**config.mk**
```make
export PLATFORM = sky130hd
export DESIGN_NAME = seven_segment_mux
export DESIGN_NICKNAME = d
export VERILOG_FILES = /design/src/rtl/seven_segment_mux.sv
export SDC_FILE = /design/constraint.sdc
export NUM_CORES = 1
export LEC_CHECK = 0
export CORE_UTILIZATION = 30
export DETAILED_ROUTE_END_ITERATION = 8
export GPL_TIMING_DRIVEN = 0
export MAX_ROUTING_LAYER = met4
export SLEW_MARGIN = 30
export SYNTH_ARGS = -nofsm -noshare
export SYNTH_HDL_FRONTEND = slang
export SYNTH_SLANG_ARGS = --single-unit
```
**constraint.sdc**
```tcl
create_clock -name clk -period 4.15 [get_ports clk]
set_input_delay 1.245 -clock clk [delete_from_list [all_inputs] [get_ports clk]]
set_output_delay 1.245 -clock clk [all_outputs]
set_load 0.02 [all_outputs]
```
**src/rtl/seven_segment_mux.sv**
```systemverilog
// Multi-digit seven-segment driver: snapshots packed BCD digits on a load strobe and scans
// them onto a shared segment bus with a one-hot digit select.
module seven_segment_mux #(
   parameter int unsigned DIGITS   = 4,
   parameter int unsigned PRESCALE = 1
) (
   input  logic                clk,
   input  logic                reset,
   input  logic                load,
   input  logic [4*DIGITS-1:0] counts,
   input  logic                blank_lz,
   input  logic                invert,
   output logic [6:0]          segments,
   output logic [DIGITS-1:0]   digit_sel
);

   localparam int unsigned PcW  = (PRESCALE > 1) ? $clog2(PRESCALE) : 1;
   localparam int unsigned IdxW = (DIGITS > 1) ? $clog2(DIGITS) : 1;
   localparam logic [PcW-1:0]  PcLast  = PcW'(PRESCALE - 1);
   localparam logic [IdxW-1:0] IdxLast = IdxW'(DIGITS - 1);

   logic [4*DIGITS-1:0] snap_q, snap_d;
   logic [PcW-1:0]      pc_q, pc_d;
   logic [IdxW-1:0]     idx_q, idx_d;
   logic [6:0]          seg_q, seg_d;
   logic [DIGITS-1:0]   sel_q, sel_d;

   logic                pc_wrap;
   logic [3:0]          cur_digit;
   logic                cur_blank;
   logic                zero_run;

   // bit 6..0 = g..a; codes above 9 are blank
   function automatic logic [6:0] glyph(input logic [3:0] code);
      logic [6:0] g;
      case (code)
         4'd0:    g = 7'b0111111;
         4'd1:    g = 7'b0000110;
         4'd2:    g = 7'b1011011;
         4'd3:    g = 7'b1001111;
         4'd4:    g = 7'b1100110;
         4'd5:    g = 7'b1101101;
         4'd6:    g = 7'b1111100;
         4'd7:    g = 7'b0000111;
         4'd8:    g = 7'b1111111;
         4'd9:    g = 7'b1100111;
         default: g = 7'b0000000;
      endcase
      return g;
   endfunction

   always_comb begin
      snap_d = load ? counts : snap_q;

      pc_wrap = (pc_q == PcLast);
      pc_d    = pc_wrap ? '0 : pc_q + 1'b1;

      idx_d = idx_q;
      if (pc_wrap) begin
         idx_d = (idx_q == IdxLast) ? '0 : idx_q + 1'b1;
      end
   end

   // Walk from the most significant digit down so zero_run tells whether digit i and
   // everything above it is zero.
   always_comb begin
      cur_digit = 4'd0;
      cur_blank = 1'b0;
      zero_run  = 1'b1;
      for (int i = DIGITS - 1; i >= 0; i--) begin
         zero_run = zero_run && (snap_q[4*i +: 4] == 4'd0);
         if (idx_q == IdxW'(i)) begin
            cur_digit = snap_q[4*i +: 4];
            cur_blank = blank_lz && zero_run && (i != 0);
         end
      end
   end

   always_comb begin
      seg_d = (cur_blank ? 7'b0000000 : glyph(cur_digit)) ^ {7{invert}};
      sel_d = {{(DIGITS-1){1'b0}}, 1'b1} << idx_q;
   end

   always_ff @(posedge clk) begin
      if (reset) begin
         snap_q <= '0;
         pc_q   <= '0;
         idx_q  <= '0;
         seg_q  <= 7'b0000000;
         sel_q  <= '0;
      end else begin
         snap_q <= snap_d;
         pc_q   <= pc_d;
         idx_q  <= idx_d;
         seg_q  <= seg_d;
         sel_q  <= sel_d;
      end
   end

   assign segments  = seg_q;
   assign digit_sel = sel_q;

endmodule

```
# [After elaboration in Yosys (flattened, before gate mapping)]
# Memory sizes are Yosys's and may differ from the RTL's.
# Cells that the tools add are included.
[classes] n_eq_ne=3 n_addsub=2 reduce_logical=10 n_shift=1 n_mux=10 bitwise=2
[ops] op="4-bit two-way mux" n=4
[ops] op="4-bit zero test" n=3
[ops] op="7-bit two-way mux" n=1
[ops] op="7-bit XOR" n=1
[ops] op="1-bit logical AND" n=5
[ops] op="2-bit equality test, second input constant" n=2
[ops] op="1-bit two-way mux" n=4
[ops] op="1-bit by 2-bit left shift with 4-bit output, first input constant" n=1
[ops] op="2-bit by 1-bit adder with 2-bit output, second input constant" n=1
[ops] op="2-bit by 1-bit equality test with 1-bit output, second input constant" n=1
[ops] op="2-bit zero test" n=1
[ops] op="2-bit two-way mux" n=1
[ops] op="2-bit OR reduction" n=1
[ops] op="1-bit adder, second input constant" n=1
[ops] op="1-bit inverter" n=1
[totals] rom_bits=112 n_memories=1 inputBits=21 elab_cells=34 output_inout_bits=11 reg_bits=30
[memory_table] memory="(name not given)" words=16 width=7 rd=1 rd_ports_with_merged_regs=0 write_ports=0 line="36" source="case (code)"

# [Longest topological paths before layout]
# Gate-level depths: netlist (run 1).
[depth] word_depth=8 mapped_depth=12 depth_no_buf=11

# [Worst setup path before layout (run 1)]
# No wires, ideal clock.
[synth_path] path_kind="reg-to-reg" from="register idx_q[0]" to="register seg_q[5] (netlist: segments[5])" path_stages_with_launch=12 setup_ns=0.072 slack_ns=1.677 path_buffers=1 synth_period_minus_slack_ns=2.473 t_arrival_ns=2.401 required_time_ns=4.078 cell_sequence="dfxtp_1 inv_1 ha_1 buf_2 nor2_1 o211ai_1 o311ai_1 inv_1 ha_1 or3_1 a21oi_1 mux2i_1"
[synth_via] elab_chain_len=8 word_cells_on_any_way=15 classes_between="eq/ne (3); mux (9); bitwise (1); reduce/logical (1); memory (1)"
[synth_lines] element="start, declared" line="24" source="logic [IdxW-1:0] idx_q, idx_d;"
[synth_lines] element="start signal, assigned" line="94" source="idx_q <= idx_d;"
[synth_lines] element="2-bit equality test" line="72" source="if (idx_q == IdxW'(i)) begin"
[synth_lines] element="4-bit two-way mux (4 in a row)" line="72"
[synth_lines] element="memory read 16 x 7 bit"
[synth_lines] element="7-bit two-way mux (*)" line="80" source="seg_d = (cur_blank ? 7'b0000000 : glyph(cur_digit)) ^ {7{invert}};"
[synth_lines] element="7-bit XOR (*)" line="80"
[synth_lines] element="end signal, assigned" line="95" source="seg_q <= seg_d;"
[synth_lines] element="end, declared" line="25" source="logic [6:0] seg_q, seg_d;"
# Every way passes the cells marked *; elsewhere a longest branch is shown, timed or not.
# A chain may end at the register's enable or synchronous reset.

# [Worst setup path in the final report (run 1)]
# Ends and elaborated chain as after synthesis.

==> metrics.txt, run 1 <==
Gate power share=27.1%; crit path kind=flip-flop to flip-flop; antenna-violating nets left=0; CORE AREA=0.00472 mm^2; die area=0.00516 mm^2; share of layout cells above drive strength 1=10.4%; max frequency=344 MHz; Seq cells post-synth=30; global routing usage on met3=4.78%; maximum fanout along the worst path=10; area grow syn2layout=32.7%; Clock transition at path regs=70 ps; IO Port Bufs=30; worst flop-to-flop path startpoint=idx_q[0]; reg-to-reg slack, setup=1240 ps; Ys Warns=0; CTS Buffer Depth=2; Top delay family on crit path=simple AND/OR/NAND/NOR gates; Slew Viols, Final=0; Worst setup EP type=flip-flop; CP cell instances=inv_1 > ha_1 > buf_2 > nor2_1 > o211ai_1 > o311ai_1 > inv_1 > ha_1 > or3_1 > a21oi_1 > mux2i_1; leakage power=0.797 nW; CTS resizes=0; Post-synth EDFFs=0; latest clock arrival within the worst-skew pair=280 ps; vias after detailed routing=1176; site row count=25; Worst Tran Pin Value=720 ps; Util after Layout=41.1%; Placed Cells=252; met2 Use GR=19.9%; Critical Path End=segments[5]; Crit path depth=11; Sink Count=30; Finished Cell Area=0.00194 mm^2; Cell variety after synth=36; Mapped Nets=183; final WL=2.90 mm; chip width=71.9 um; io pins=32; Syn Inst Count=155; Hold Path Class=flip-flop to flip-flop; Max-cap violations=0; Post-CTS Hold Fix Bufs=0; clock skew=3.83 ps; vias in the first global route=1108; switching power total=0.231 mW; die height=71.9 um; FF-to-FF End=segments[5]; Pwr Density=403 mW/mm^2; first-pass GRT wire length=4.84 mm; register share of total power=41.7%; Worst setup SP type=flip-flop; M1 GR Usage=14.6%; crit path time final=2910 ps; VDD IR max=148 uV; post-route insts no fill=260; slowest CP cell=dfxtp_1; Fin Setup TNS=0 ps; largest net degree at the start of global routing=11; RD Place Congestion=0.835; root cell of the clock tree=clkbuf_8; Avg Inst Size Synth=9.44 um^2; Post-CTS Setup Bufs=0; ys flop type=dfxtp_1; Starting Density=31.0%; crit path DAT=3120 ps; Num CTS Buffers=5; busiest grt layer=met2; Post-Syn Area=0.00146 mm^2; TritonCTS clock tree=yes; CP required=4360 ps; Slew HR=51.8%; Vias/cell=4.52; final-report setup violation count=0; grt total ovfl=0; # diodes=0; DP Area=0.00185 mm^2; Buf/Inv on CP=3; Clk network pwr share=31.2%; gr usage total=12.6%; final hold viol count=0; internal cell power=0.552 mW; mean routed wirelength per cell=11.2 um; cell depth of the worst flop-to-flop path=11; RSZ-0062 raised after global routing=false; crit share post-route=70.1%; Seq/Total Area, Yosys=41.0%; Worst setup startpoint=idx_q[0]; Net count, final=220; PnR Total Power=0.783 mW; antenna violations before repair=0; # H-tree levels=2; detailed-router iteration count before antenna repair=4; drt initial violations=62; ys async rst share=0%; DRC Markers=0; Switching Share=29.5%; status=complete, no violations; DP Wirelength=2.23 mm; peak per-stage delay on the critical path=440 ps
Yosys cell counts (2+ instances only):
| cell | count | area share [%] |
|---|---|---|
| nor2_1 | 22 | 5.6 |
| o21ai_2 | 2 | 1.2 |
| nand2b_1 | 4 | 1.7 |
| nand2_1 | 8 | 2.1 |
| o21ai_0 | 4 | 1.4 |
| a21oi_1 | 5 | 1.7 |
| buf_2 | 2 | 0.68 |
| nor3b_1 | 2 | 1.0 |
| dfxtp_1 | 30 | 41 |
| clkbuf_1 | 5 | 1.3 |
| a221o_1 | 2 | 1.4 |
| nand3b_1 | 4 | 2.1 |
| or3_1 | 2 | 0.85 |
| mux2i_1 | 26 | 18 |
| nor3_1 | 5 | 1.7 |
| ha_1 | 7 | 6.0 |
| inv_1 | 5 | 1.3 |
| nand3_1 | 2 | 0.68 |
sequential cells by signal (all words and copies together) (netlist names):
register	count
snap_q	16
segments	7
pc_q	1
idx_q	2
digit_sel	4
how the worst min path moves through the flow:
stage                      to  cells past startpoint      start  slack (ps)
floorplan           snap_q[0]                      2  snap_q[0]         450
global placement    snap_q[7]                      2  snap_q[7]         470
detailed placement  snap_q[7]                      2  snap_q[7]         480
CTS                 snap_q[7]                      2  snap_q[7]         490
global route        snap_q[7]                      2  snap_q[7]         520
finish              snap_q[7]                      2  snap_q[7]         490
power by group through the flow:
stage | Combinational [mW] | Sequential, mW | Clock (mW)
5_1_grt | 0.237 | 0.329 | 0.266
4_1_cts | 0.214 | 0.327 | 0.253
2_1_floorplan | 0.128 | 0.348 | 0
6_report | 0.212 | 0.327 | 0.244
3_5_place_dp | 0.213 | 0.333 | 0
3_3_place_gp | 0.211 | 0.333 | 0
per-layer routing:
layer | wire (um) | part of all wire [%] | vias to the layer above
met1 | 1390 | 48 | 528
met2 | 1350 | 47 | 21
met3 | 115 | 4.0 | 4
li1 | - | - | 623
met4 | 42 | 1.4 | 0
met5 | 0 | 0 | -
layout make-up:
type | instances | area, um^2
buffer | 7 | 28.8
clock buffer | 6 | 82.6
clock inverter | 2 | 12.5
fill | 499 | 2780
inverter | 6 | 22.5
multi-input combinational | 112 | 812
sequential | 30 | 601
tap | 67 | 83.8
timing repair buffer | 30 | 300
worst register-to-register path, delay by kind of cell (launching register included):
family / cells / cell delay [ps]
AO/OA/AOI/OAI: 3 / 550
multiplexers: 1 / 200
flip-flops: 1 / 440
AND/OR/NAND/NOR: 2 / 640
buffers and inverters: 3 / 550
adder cells (fa/ha/maj): 2 / 470
layout by cell type, fill, tap and decap left out, drive strengths merged, types with 2 or more instances in the layout:
cell type      synthesis  final
nand2                  8      8
mux2i                 26     26
nand2b                 4      4
nor2                  22     22
nor3                   5      5
a221o                  2      2
a21oi                  7      7
clkdlybuf4s50          0     30
o21ai                  6      6
nor3b                  2      2
nand3                  2      2
nand3b                 4      4
ha                     7      7
clkbuf                 5     11
inv                    6      6
or3                    3      3
dfxtp                 30     30
buf                    2      2
metrics by stage:
step / hold slack (ps) / setup slack (ps)
floorplan: 451 / 1680
global placement: 472 / 1320
detailed placement: 478 / 1300
CTS: 494 / 1280
global route: 516 / 974
finish: 486 / 1240
logic make-up (layout without fill, tap and decap cells):
| group | count (synthesis) | after routing | share of synthesized area (%) |
|---|---|---|---|
| adder cells (fa/ha/maj) | 7 | 7 | 5.98 |
| flip-flops | 30 | 30 | 41.0 |
| AO/OA/AOI/OAI | 24 | 24 | 12.9 |
| multiplexers | 26 | 26 | 17.8 |
| AND/OR/NAND/NOR | 54 | 54 | 18.5 |
| other | 1 | 1 | 0.256 |
| buffers and inverters | 13 | 51 | 3.50 |
No activity file was read; power rests on OpenSTA's default activity.
==> inputs of run 2 (changes only) <==
==> constraint.sdc (replaced) <==
create_clock -name clk -period 3 [get_ports clk]
set_input_delay 0.9 -clock clk [delete_from_list [all_inputs] [get_ports clk]]
set_output_delay 0.9 -clock clk [all_outputs]
set_load 0.02 [all_outputs]
==> run 2 against run 1 <==
- first-iteration DRC count down 6.5%
- routed wire length is 0.48% higher
- die area unchanged
- worst hold slack gained 1.5 ps
- power up 39%
- critical path type unchanged
- sequential cell count unchanged
==> metrics.txt, run 2 (synthesized netlist as in run 1, its figures left out) <==
Clk network pwr share=31.0%; first-pass GRT wire length=4.84 mm; Sink Count=30; Slew Viols, Final=0; drt initial violations=58; grt total ovfl=0; VDD IR max=204 uV; reg-to-reg slack, setup=300 ps; Top delay family on crit path=compound AO/OA/AOI/OAI gates; Buf/Inv on CP=3; Largest register FFs=16; area grow syn2layout=33.4%; Worst setup SP type=flip-flop; most frequent cells in the layout=30 x dfxtp_1, 30 x clkdlybuf4s50_1, 26 x mux2i_1; root cell of the clock tree=clkbuf_8; antenna violations before repair=0; gr usage total=12.6%; internal cell power=0.767 mW; share of layout cells above drive strength 1=11.3%; max frequency=370 MHz; final-report setup violation count=0; # diodes=0; TritonCTS clock tree=yes; die area=0.00516 mm^2; PnR Total Power=1.09 mW; Gate power share=27.4%; Slew HR=51.9%; vias after detailed routing=1172; global routing usage on met3=4.78%; maximum fanout along the worst path=10; Crit path depth=9; met2 Use GR=19.9%; crit path kind=flip-flop to flip-flop; final hold viol count=0; crit path DAT=2910 ps; detailed-router iteration count before antenna repair=4; Worst Tran Pin Value=718 ps; CORE AREA=0.00472 mm^2; Vias/cell=4.49; die height=71.9 um; site row count=25; Max-cap violations=0; Starting Density=31.0%; Largest Register=snap_q; DRC Markers=0; cell depth of the worst flop-to-flop path=9; M1 GR Usage=14.6%; chip width=71.9 um; mean routed wirelength per cell=11.2 um; io pins=32; largest net degree at the start of global routing=11; leakage power=0.802 nW; Num CTS Buffers=5; latest clock arrival within the worst-skew pair=280 ps; crit share post-route=90.0%; switching power total=0.319 mW; DP Wirelength=2.23 mm; crit path time final=2700 ps; CTS Buffer Depth=2; Net count, final=221; status=complete, no violations; slowest CP cell=o311ai_1; register share of total power=41.6%; IO Port Bufs=30; clock skew=3.83 ps; Hold Path Cell Cnt=2; Clock transition at path regs=70 ps; RSZ-0062 raised after global routing=false; vias in the first global route=1108; CP required=3210 ps; busiest grt layer=met2; Worst setup EP type=flip-flop; peak per-stage delay on the critical path=500 ps; CP cell instances=inv_1 > ha_1 > buf_2 > o311ai_1 > inv_1 > ha_1 > or3_1 > a21oi_1 > mux2i_1; Switching Share=29.4%; Hold Path Class=flip-flop to flip-flop; Pwr Density=556 mW/mm^2; RD Place Congestion=0.835; # H-tree levels=2; final WL=2.91 mm; Fin Setup TNS=0 ps; antenna-violating nets left=0
-- run 2: worst reg2reg max path: cells and delay by family, from the launching register on --
kind                       cells  cell delay [ps]
DFF                            1              440
and+or+nand+nor                1              360
adders and majority gates      2              440
buffers and inverters          3              470
muxes                          1              200
AOI/OAI and AO/OA              2              730
-- run 2: area by class of cell --
class / count / area, um^2
Buffer: 7 / 28.8
Clock buffer: 6 / 82.6
Clock inverter: 2 / 12.5
Fill cell: 499 / 2770
Inverter: 6 / 22.5
Multi-Input combinational cell: 112 / 815
Sequential cell: 30 / 601
Tap cell: 67 / 83.8
Timing Repair Buffer: 31 / 308
-- run 2: final timing paths --
path | to | start
hold reg to reg | snap_q[7] | snap_q[7]
hold / removal | snap_q[7] | snap_q[7]
setup / recovery | segments[5] | idx_q[0]
setup reg to reg | segments[5] | idx_q[0]
-- run 2: metrics by stage --
stage / util [%] / instances / hold WS, ps / setup WS (ps) / instance area [um^2]
6_report: 41.4 / 261 / 487 / 300 / 1950
5_1_grt: 41.4 / 261 / 516 / 82.2 / 1950
4_1_cts: 41.1 / 260 / 494 / 132 / 1940
3_5_place_dp: 39.1 / 252 / 478 / 150 / 1850
3_3_place_gp: 39.1 / 252 / 472 / 174 / 1850
2_1_floorplan: - / 155 / 451 / 527 / 1460
-- run 2: what timing repair did --
item | 4_1_cts | 5_1_grt
setup endpoints to repair | 0 | 1
buffers inserted | 0 | 1
hold buffers | 0 | 0
resized for setup | 0 | 1
-- run 2: per-layer routing --
layer | wire (um) | share of wire (%)
met3 | 123 | 4.2
met1 | 1390 | 48
met2 | 1360 | 47
met5 | 0 | 0
met4 | 42 | 1.4
-- run 2: power groups by stage --
stage / Sequential (mW) / Clock [mW] / Combinational [mW]
floorplan: 0.481 / 0 / 0.177
finish: 0.452 / 0.337 / 0.298
CTS: 0.452 / 0.349 / 0.296
detailed placement: 0.461 / 0 / 0.295
global placement: 0.461 / 0 / 0.292
global route: 0.455 / 0.368 / 0.332
==> inputs of run 3 (changes only) <==
==> constraint.sdc (replaced) <==
create_clock -name clk -period 2.8 [get_ports clk]
set_input_delay 0.84 -clock clk [delete_from_list [all_inputs] [get_ports clk]]
set_output_delay 0.84 -clock clk [all_outputs]
set_load 0.02 [all_outputs]
==> run 3 against run 2 <==
- routed wire length increased by 0.93%
- maximum frequency grew 4.6%
- sequential cell count unchanged
- worst hold slack got worse by 1.2 ps
- combinational power rose by 8.1%
- critical path type unchanged
- largest power group unchanged
==> metrics.txt, run 3 (synthesized netlist as in run 1, its figures left out) <==
Clock transition at path regs=70 ps; Worst setup EP type=flip-flop; internal cell power=0.823 mW; FF/Latch Area=602 um^2; crit path kind=flip-flop to flip-flop; area grow syn2layout=34.0%; share of layout cells above drive strength 1=12.4%; drt initial violations=42; Fin Setup TNS=0 ps; die height=71.9 um; DP Wirelength=2.23 mm; leakage power=0.803 nW; IO Port Bufs=30; vias after detailed routing=1175; final WL=2.94 mm; max frequency=387 MHz; largest net degree at the start of global routing=11; crit path setup slack, layout=218 ps; fill cell count=497; clock skew=4.09 ps; DRC Markers=0; Vias/cell=4.50; status=complete, no violations; crit share post-route=92.2%; RD Place Congestion=0.835; first-pass GRT wire length=4.86 mm; chip width=71.9 um; crit path time final=2580 ps; detailed-router iteration count before antenna repair=4; VDD IR max=219 uV; CP required=3010 ps; most frequent cells in the layout=30 x clkdlybuf4s50_1, 29 x dfxtp_1, 26 x mux2i_1; # H-tree levels=2; gr usage total=12.6%; CORE AREA=0.00472 mm^2; Gate power share=27.6%; commonest non-fill, non-tap cell in the layout=clkdlybuf4s50_1; Sink Count=30; Place WS=-50.1 ps; Finished Cell Area=0.00196 mm^2; final hold viol count=0; latest clock arrival within the worst-skew pair=280 ps; # diodes=0; antenna-violating nets left=0; Switching Share=29.5%; Clk network pwr share=30.9%; Starting Density=31.0%; final-report setup violation count=0; site row count=25; CTS Buffer Depth=2; Worst Tran Pin Value=718 ps; Net count, final=221; DP Area=0.00185 mm^2; mean routed wirelength per cell=11.3 um; die area=0.00516 mm^2; vias in the first global route=1110; antenna violations before repair=0; maximum fanout along the worst path=10; Pwr Density=595 mW/mm^2; Max-cap violations=0; grt total ovfl=0; register share of total power=41.5%; Largest register FFs=16; switching power total=0.344 mW; Largest Register=snap_q; io pins=32; TritonCTS clock tree=yes; Worst setup SP type=flip-flop; area of the multi-input gates=822 um^2; root cell of the clock tree=clkbuf_8; Slew HR=51.9%; Num CTS Buffers=5; Hold Path Class=flip-flop to flip-flop; Slew Viols, Final=0; crit path DAT=2790 ps
run 3: cell counts in the layout (fill, tap and decap cells not counted):
Identical to the previous run, type by type.
run 3: area by class of cell:
class | count | share of cell area [%]
sequential | 30 | 30.7
tap | 67 | 4.27
buffer | 7 | 1.47
clock buffer | 6 | 4.21
clock inverter | 2 | 0.638
timing repair buffer | 31 | 15.7
multi-input combinational | 112 | 41.9
inverter | 6 | 1.15
run 3: worst paths after layout:
path              startpoint           to  slack [ps]  cells after the start
setup / recovery    idx_q[1]  segments[5]         220                     11
hold reg to reg    snap_q[7]    snap_q[7]         490                      2
setup reg to reg    idx_q[1]  segments[5]         220                     11
hold / removal     snap_q[7]    snap_q[7]         490                      2
run 3: power by group through the flow:
stage / combinational [mW] / clock, mW / sequential [mW]
floorplan: 0.190 / 0 / 0.516
global placement: 0.313 / 0 / 0.494
detailed placement: 0.316 / 0 / 0.494
CTS: 0.318 / 0.374 / 0.484
global route: 0.358 / 0.394 / 0.488
finish: 0.322 / 0.361 / 0.484
run 3: metal layers:
layer  share of wire, %  routed length, um  global-route usage, %  up-vias
met2                 47               1380                   19.9       21
li1                   -                  -                      -      625
met4                1.4                 42                   4.58        0
met3                3.9                116                   4.78        4
met5                  0                  0                      -        -
met1                 48               1400                   14.7      525
run 3: timing repair:
action                                  4_1_cts  5_1_grt
endpoints found under the setup margin        1        3
gates resized for setup                       1        2
hold buffers                                  0        0
buffers inserted                              0        1
run 3: worst max-delay path, cell delays in order (launching register included):
cell	delay [ps]
dfxtp_1	410
inv_1	120
ha_1	200
buf_2	180
nor2_2	200
o211ai_1	140
o311ai_2	130
inv_1	140
ha_1	210
or3_1	360
a21oi_1	220
mux2i_1	200
run 3: stage by stage:
stage	utilization (%)	cells	power [mW]	hold WS, ps
after global routing	41.5	261	1.24	516
final	41.5	261	1.17	486
after floorplan	-	155	0.706	451
after CTS	41.2	260	1.18	494
after global placement	39.1	252	0.807	472
after detailed placement	39.1	252	0.810	478
==> RTL edit 1, RTL diff (config.mk and constraints of run 2) <==
Change the parameter `DIGITS` from 4 to 2.
--- a/src/rtl/seven_segment_mux.sv
+++ b/src/rtl/seven_segment_mux.sv
@@ -1,7 +1,7 @@
 // Multi-digit seven-segment driver: snapshots packed BCD digits on a load strobe and scans
 // them onto a shared segment bus with a one-hot digit select.
 module seven_segment_mux #(
-   parameter int unsigned DIGITS   = 4,
+   parameter int unsigned DIGITS   = 2,
    parameter int unsigned PRESCALE = 1
 ) (
    input  logic                clk,
Ports: changed (resized counts and digit_sel); port bits go from 32 to 22. No check against the original RTL was run, so the function may have changed too.
==> RTL edit 1 against run 2 <==
  * Final area shrank 39%
  * Clock skew shrank 1.0 ps
  * Wire length shrank 44%
  * Total power shrank 47%
  * Worst setup slack gained 580 ps
  * Global-route usage shrank 1.6 points
  * Sequential cell count shrank 11
  * Area after synthesis shrank 36%
  * Die area shrank 35%
  * Critical path type is now reg2out
  * Highest routed layer unchanged
==> RTL edit 1: results (changes against run 2) <==
| Metric | Value |
|---|---|
| DRT Wirelength | 1620 um (was 2910 um) |
| Min-delay src | pc_q$_SDFF_PP0_ (was snap_q[7]$_SDFFE_PP0P_) |
| CTS buffer count | 3 (was 5) |
| Critical path's top delay family | buffers and inverters (was compound AO/OA/AOI/OAI gates) |
| Max-slew headroom at the worst pin | 64.5% (was 51.9%) |
| Top post-synthesis cells by area | dfxtp_1 41%, mux2i_1 21%, mux2i_4 7.2%, ha_1 5.4%, nor2_1 4.8% (was dfxtp_1 41%, mux2i_1 18%, ha_1 6.0%, nor2_1 5.6%, nand2_1 2.1%) |
| Outcome | complete, no violations (unchanged) |
| Root buffer cell | clkbuf_4 (was clkbuf_8) |
| Layout Cells excl Fill | 141 (was 261) |
| HP Class | reg2reg (unchanged) |
| Leak pwr | 0.507 nW (was 0.802 nW) |
| IO Port Bufs | 20 (was 30) |
| Distinct cells, synth | 25 (was 36) |
| DP HPWL | 1290 um (was 2230 um) |
| Via count | 678 (was 1172) |
| Max FFs per register | 8 (was 16) |
| Worst-path fanout max | 1 (was 10) |
| Register area share after synthesis | 40.8% (was 41.0%) |
| Arr. time, crit path | 1220 ps (was 2910 ps) |
| Syn nets | 103 (was 183) |
| Worst-path clk slew | 110 ps (was 70 ps) |
| Max incr delay on CP | 590 ps (was 500 ps) |
| Setup slack, reg-to-reg | 1220 ps (was 300 ps) |
| Vias in the first global route | 637 (was 1108) |
| Initial drt markers | 8 (was 58) |
| Syn_area_per_cell | 10.9 um^2 (was 9.44 um^2) |
| Critical Path Start | digit_sel[0]$_SDFF_PP0_ (was idx_q[0]$_SDFFE_PP0N_) |
| Peak VDD IR | 0.000200 V (was 0.000204 V) |
| Largest net degree at the start of global routing | 12 (was 11) |
| NetSw | 166 uW (was 319 uW) |
| Top cells by count, synth | 20 x mux2i_1, 19 x dfxtp_1, 12 x nor2_1, 4 x ha_1 (was 30 x dfxtp_1, 26 x mux2i_1, 22 x nor2_1, 8 x nand2_1, 7 x ha_1) |
| Layout cell share with drive strength beyond 1 | 11.8% (was 11.3%) |
| H-tree Lvls | 1 (was 2) |
| Final net count | 128 (was 221) |
| Hold Slack | 498 ps (was 487 ps) |
| Gr usage total | 11.0% (was 12.6%) |
| Final Cycle Share | 70.5% (was 90.0%) |
| Placer congestion estimate | 0.776 (was 0.835) |
RTL edit 1: worst paths after layout:
kind / endpoint / cells past startpoint
max reg2reg: segments[3]$_SDFF_PP0_ / 7
min: idx_q$_SDFFE_PP0N_ / 2
max: digit_sel[0] / 1
min reg2reg: idx_q$_SDFFE_PP0N_ / 2
RTL edit 1: layer usage:
metal / vias to the layer above / part of all wire (%) / track usage, %
li1: 347 / - / -
met5: - / 0 / -
met1: 315 / 44 / 12.2
met4: 0 / 3.2 / 8.16
met2: 11 / 51 / 18.3
met3: 5 / 2.2 / 1.34
RTL edit 1: layout make-up:
cell class                      count  area [um^2]
Buffer                              4         22.5
Clock buffer                        3         22.5
Clock inverter                      1         5.00
Fill cell                         289         1650
Inverter                            3         11.3
Multi-Input combinational cell     60          519
Sequential cell                    19          380
Tap cell                           31         38.8
Timing Repair Buffer               20          200
RTL edit 1: cells by family (layout without fill, tap and decap cells):
group	count (synthesis)	after routing	share of synthesized area, %
flip-flops	19	19	40.8
XOR/XNOR	2	2	1.88
multiplexers	25	25	31.5
other	1	1	0.402
AO/OA/AOI/OAI	9	9	6.17
AND/OR/NAND/NOR	19	19	10.3
adder cells (fa/ha/maj)	4	4	5.36
buffers and inverters	7	31	3.62
RTL edit 1: power by group through the flow:
| stage | registers, mW | clock network [mW] | logic, mW |
|---|---|---|---|
| final | 0.286 | 0.127 | 0.167 |
| after global routing | 0.288 | 0.147 | 0.183 |
| after CTS | 0.286 | 0.133 | 0.170 |
| after detailed placement | 0.292 | 0 | 0.169 |
| after global placement | 0.291 | 0 | 0.166 |
| after floorplan | 0.308 | 0 | 0.0951 |
==> RTL edit 2, RTL diff (settings of run 2) <==
Without the edit above. Make the reset (`reset`) asynchronous in one clocked block.
--- a/src/rtl/seven_segment_mux.sv
+++ b/src/rtl/seven_segment_mux.sv
@@ -81,7 +81,7 @@
       sel_d = {{(DIGITS-1){1'b0}}, 1'b1} << idx_q;
    end
 
-   always_ff @(posedge clk) begin
+   always_ff @(posedge clk or posedge reset) begin
       if (reset) begin
          snap_q <= '0;
          pc_q   <= '0;
Function: differs if reset is asserted again (counterexample within 4 cycles, from zero or initial values and one cycle with reset high); with reset held inactive, the same outputs for 10 cycles.
==> RTL edit 2 against run 2 <==
  * Wire length shrank 11%
  * Sequential cell count shrank 1
  * Worst setup slack gained 20 ps
  * Total power shrank 12%
  * Utilization grew 0.15 points
  * Final area shrank 6.2%
  * Final cell count shrank 24%
  * Area after synthesis shrank 4.6%
  * Largest power group unchanged
==> RTL edit 2: results (changes against run 2) <==
| Metric | Value |
|---|---|
| Initial drt markers | 23 (was 58) |
| Fillers | 419 (was 499) |
| DP HPWL | 2030 um (was 2230 um) |
| Placer congestion estimate | 0.877 (was 0.835) |
| Worst setup endpoint | segments[3]$_DFF_PP0_ (was segments[5]$_SDFF_PP0_) |
| Syn nets | 136 (was 183) |
| Clock-cell share of area | 4.37% (was 4.87%) |
| Mux contribution to synthesized area | 13.6% (was 17.8%) |
| Hold Slack | 507 ps (was 487 ps) |
| Nonclk buf count | 32 (was 38) |
| Primary FF master, synth | dfrtp_1 (was dfxtp_1) |
| Met3 WL | 180 um (was 123 um) |
| Post-synthesis compound-gate area fraction | 14.9% (was 12.9%) |
| Synth async-reset ratio | 100% (was 0%) |
| Outcome | complete, no violations (unchanged) |
| Critical Path Start | idx_q[0]$_DFF_PP0_ (was idx_q[0]$_SDFFE_PP0N_) |
| Met2 GRT Util | 19.9% (about the same) |
| Gr usage total | 12.6% (about the same) |
| Hold Path Depth | 1 (was 2) |
| XOR/XNOR Fraction of Synth Area | 4.39% (was 0%) |
| Critical path's top delay family | simple AND/OR/NAND/NOR gates (was compound AO/OA/AOI/OAI gates) |
| #MultiIn Comb | 73 (was 112) |
| GR Layer Usage met1 | 14.2% (was 14.6%) |
| Max-slew headroom at the worst pin | 61.7% (was 51.9%) |
| Via density per instance | 4.82 (was 4.49) |
| Min-delay src | snap_q[7]$_DFFE_PP0P_ (was snap_q[7]$_SDFFE_PP0P_) |
| Final net count | 172 (was 221) |
| Non-clk invs | 5 (was 6) |
| WL/cell | 13.1 um (was 11.2 um) |
| DRT Wirelength | 2610 um (was 2910 um) |
| Vias in the first global route | 1008 (was 1108) |
==> RTL edit 2: cell count changes after synthesis, moves of 3 or more <==
cell / before / now
xor2_1: 0 / 4
nor2_1: 22 / 4
mux2i_1: 26 / 1
o21ai_0: 4 / 1
dfrtp_1: 0 / 29
mux2_2: 0 / 16
dfxtp_1: 30 / 0
xnor2_1: 0 / 3
nand2_1: 8 / 1
clkbuf_1: 5 / 1
nor3_1: 5 / 1
==> RTL edit 2: kinds of logic (layout without fill, tap and decap cells) <==
kind of cell / Yosys count / count (layout)
DFF: 29 / 29
AOI/OAI and AO/OA: 24 / 24
and+or+nand+nor: 20 / 20
muxes: 17 / 17
buffers and inverters: 8 / 45
xor gates and xnor gates: 7 / 7
adders and majority gates: 5 / 5
==> RTL edit 2: metrics by stage <==
step / worst slack, ps / util (%)
finish: 320 / 41.5
global route: 82.5 / 41.5
CTS: 304 / 41.5
detailed placement: 320 / 39.7
global placement: 415 / 39.7
floorplan: 668 / -
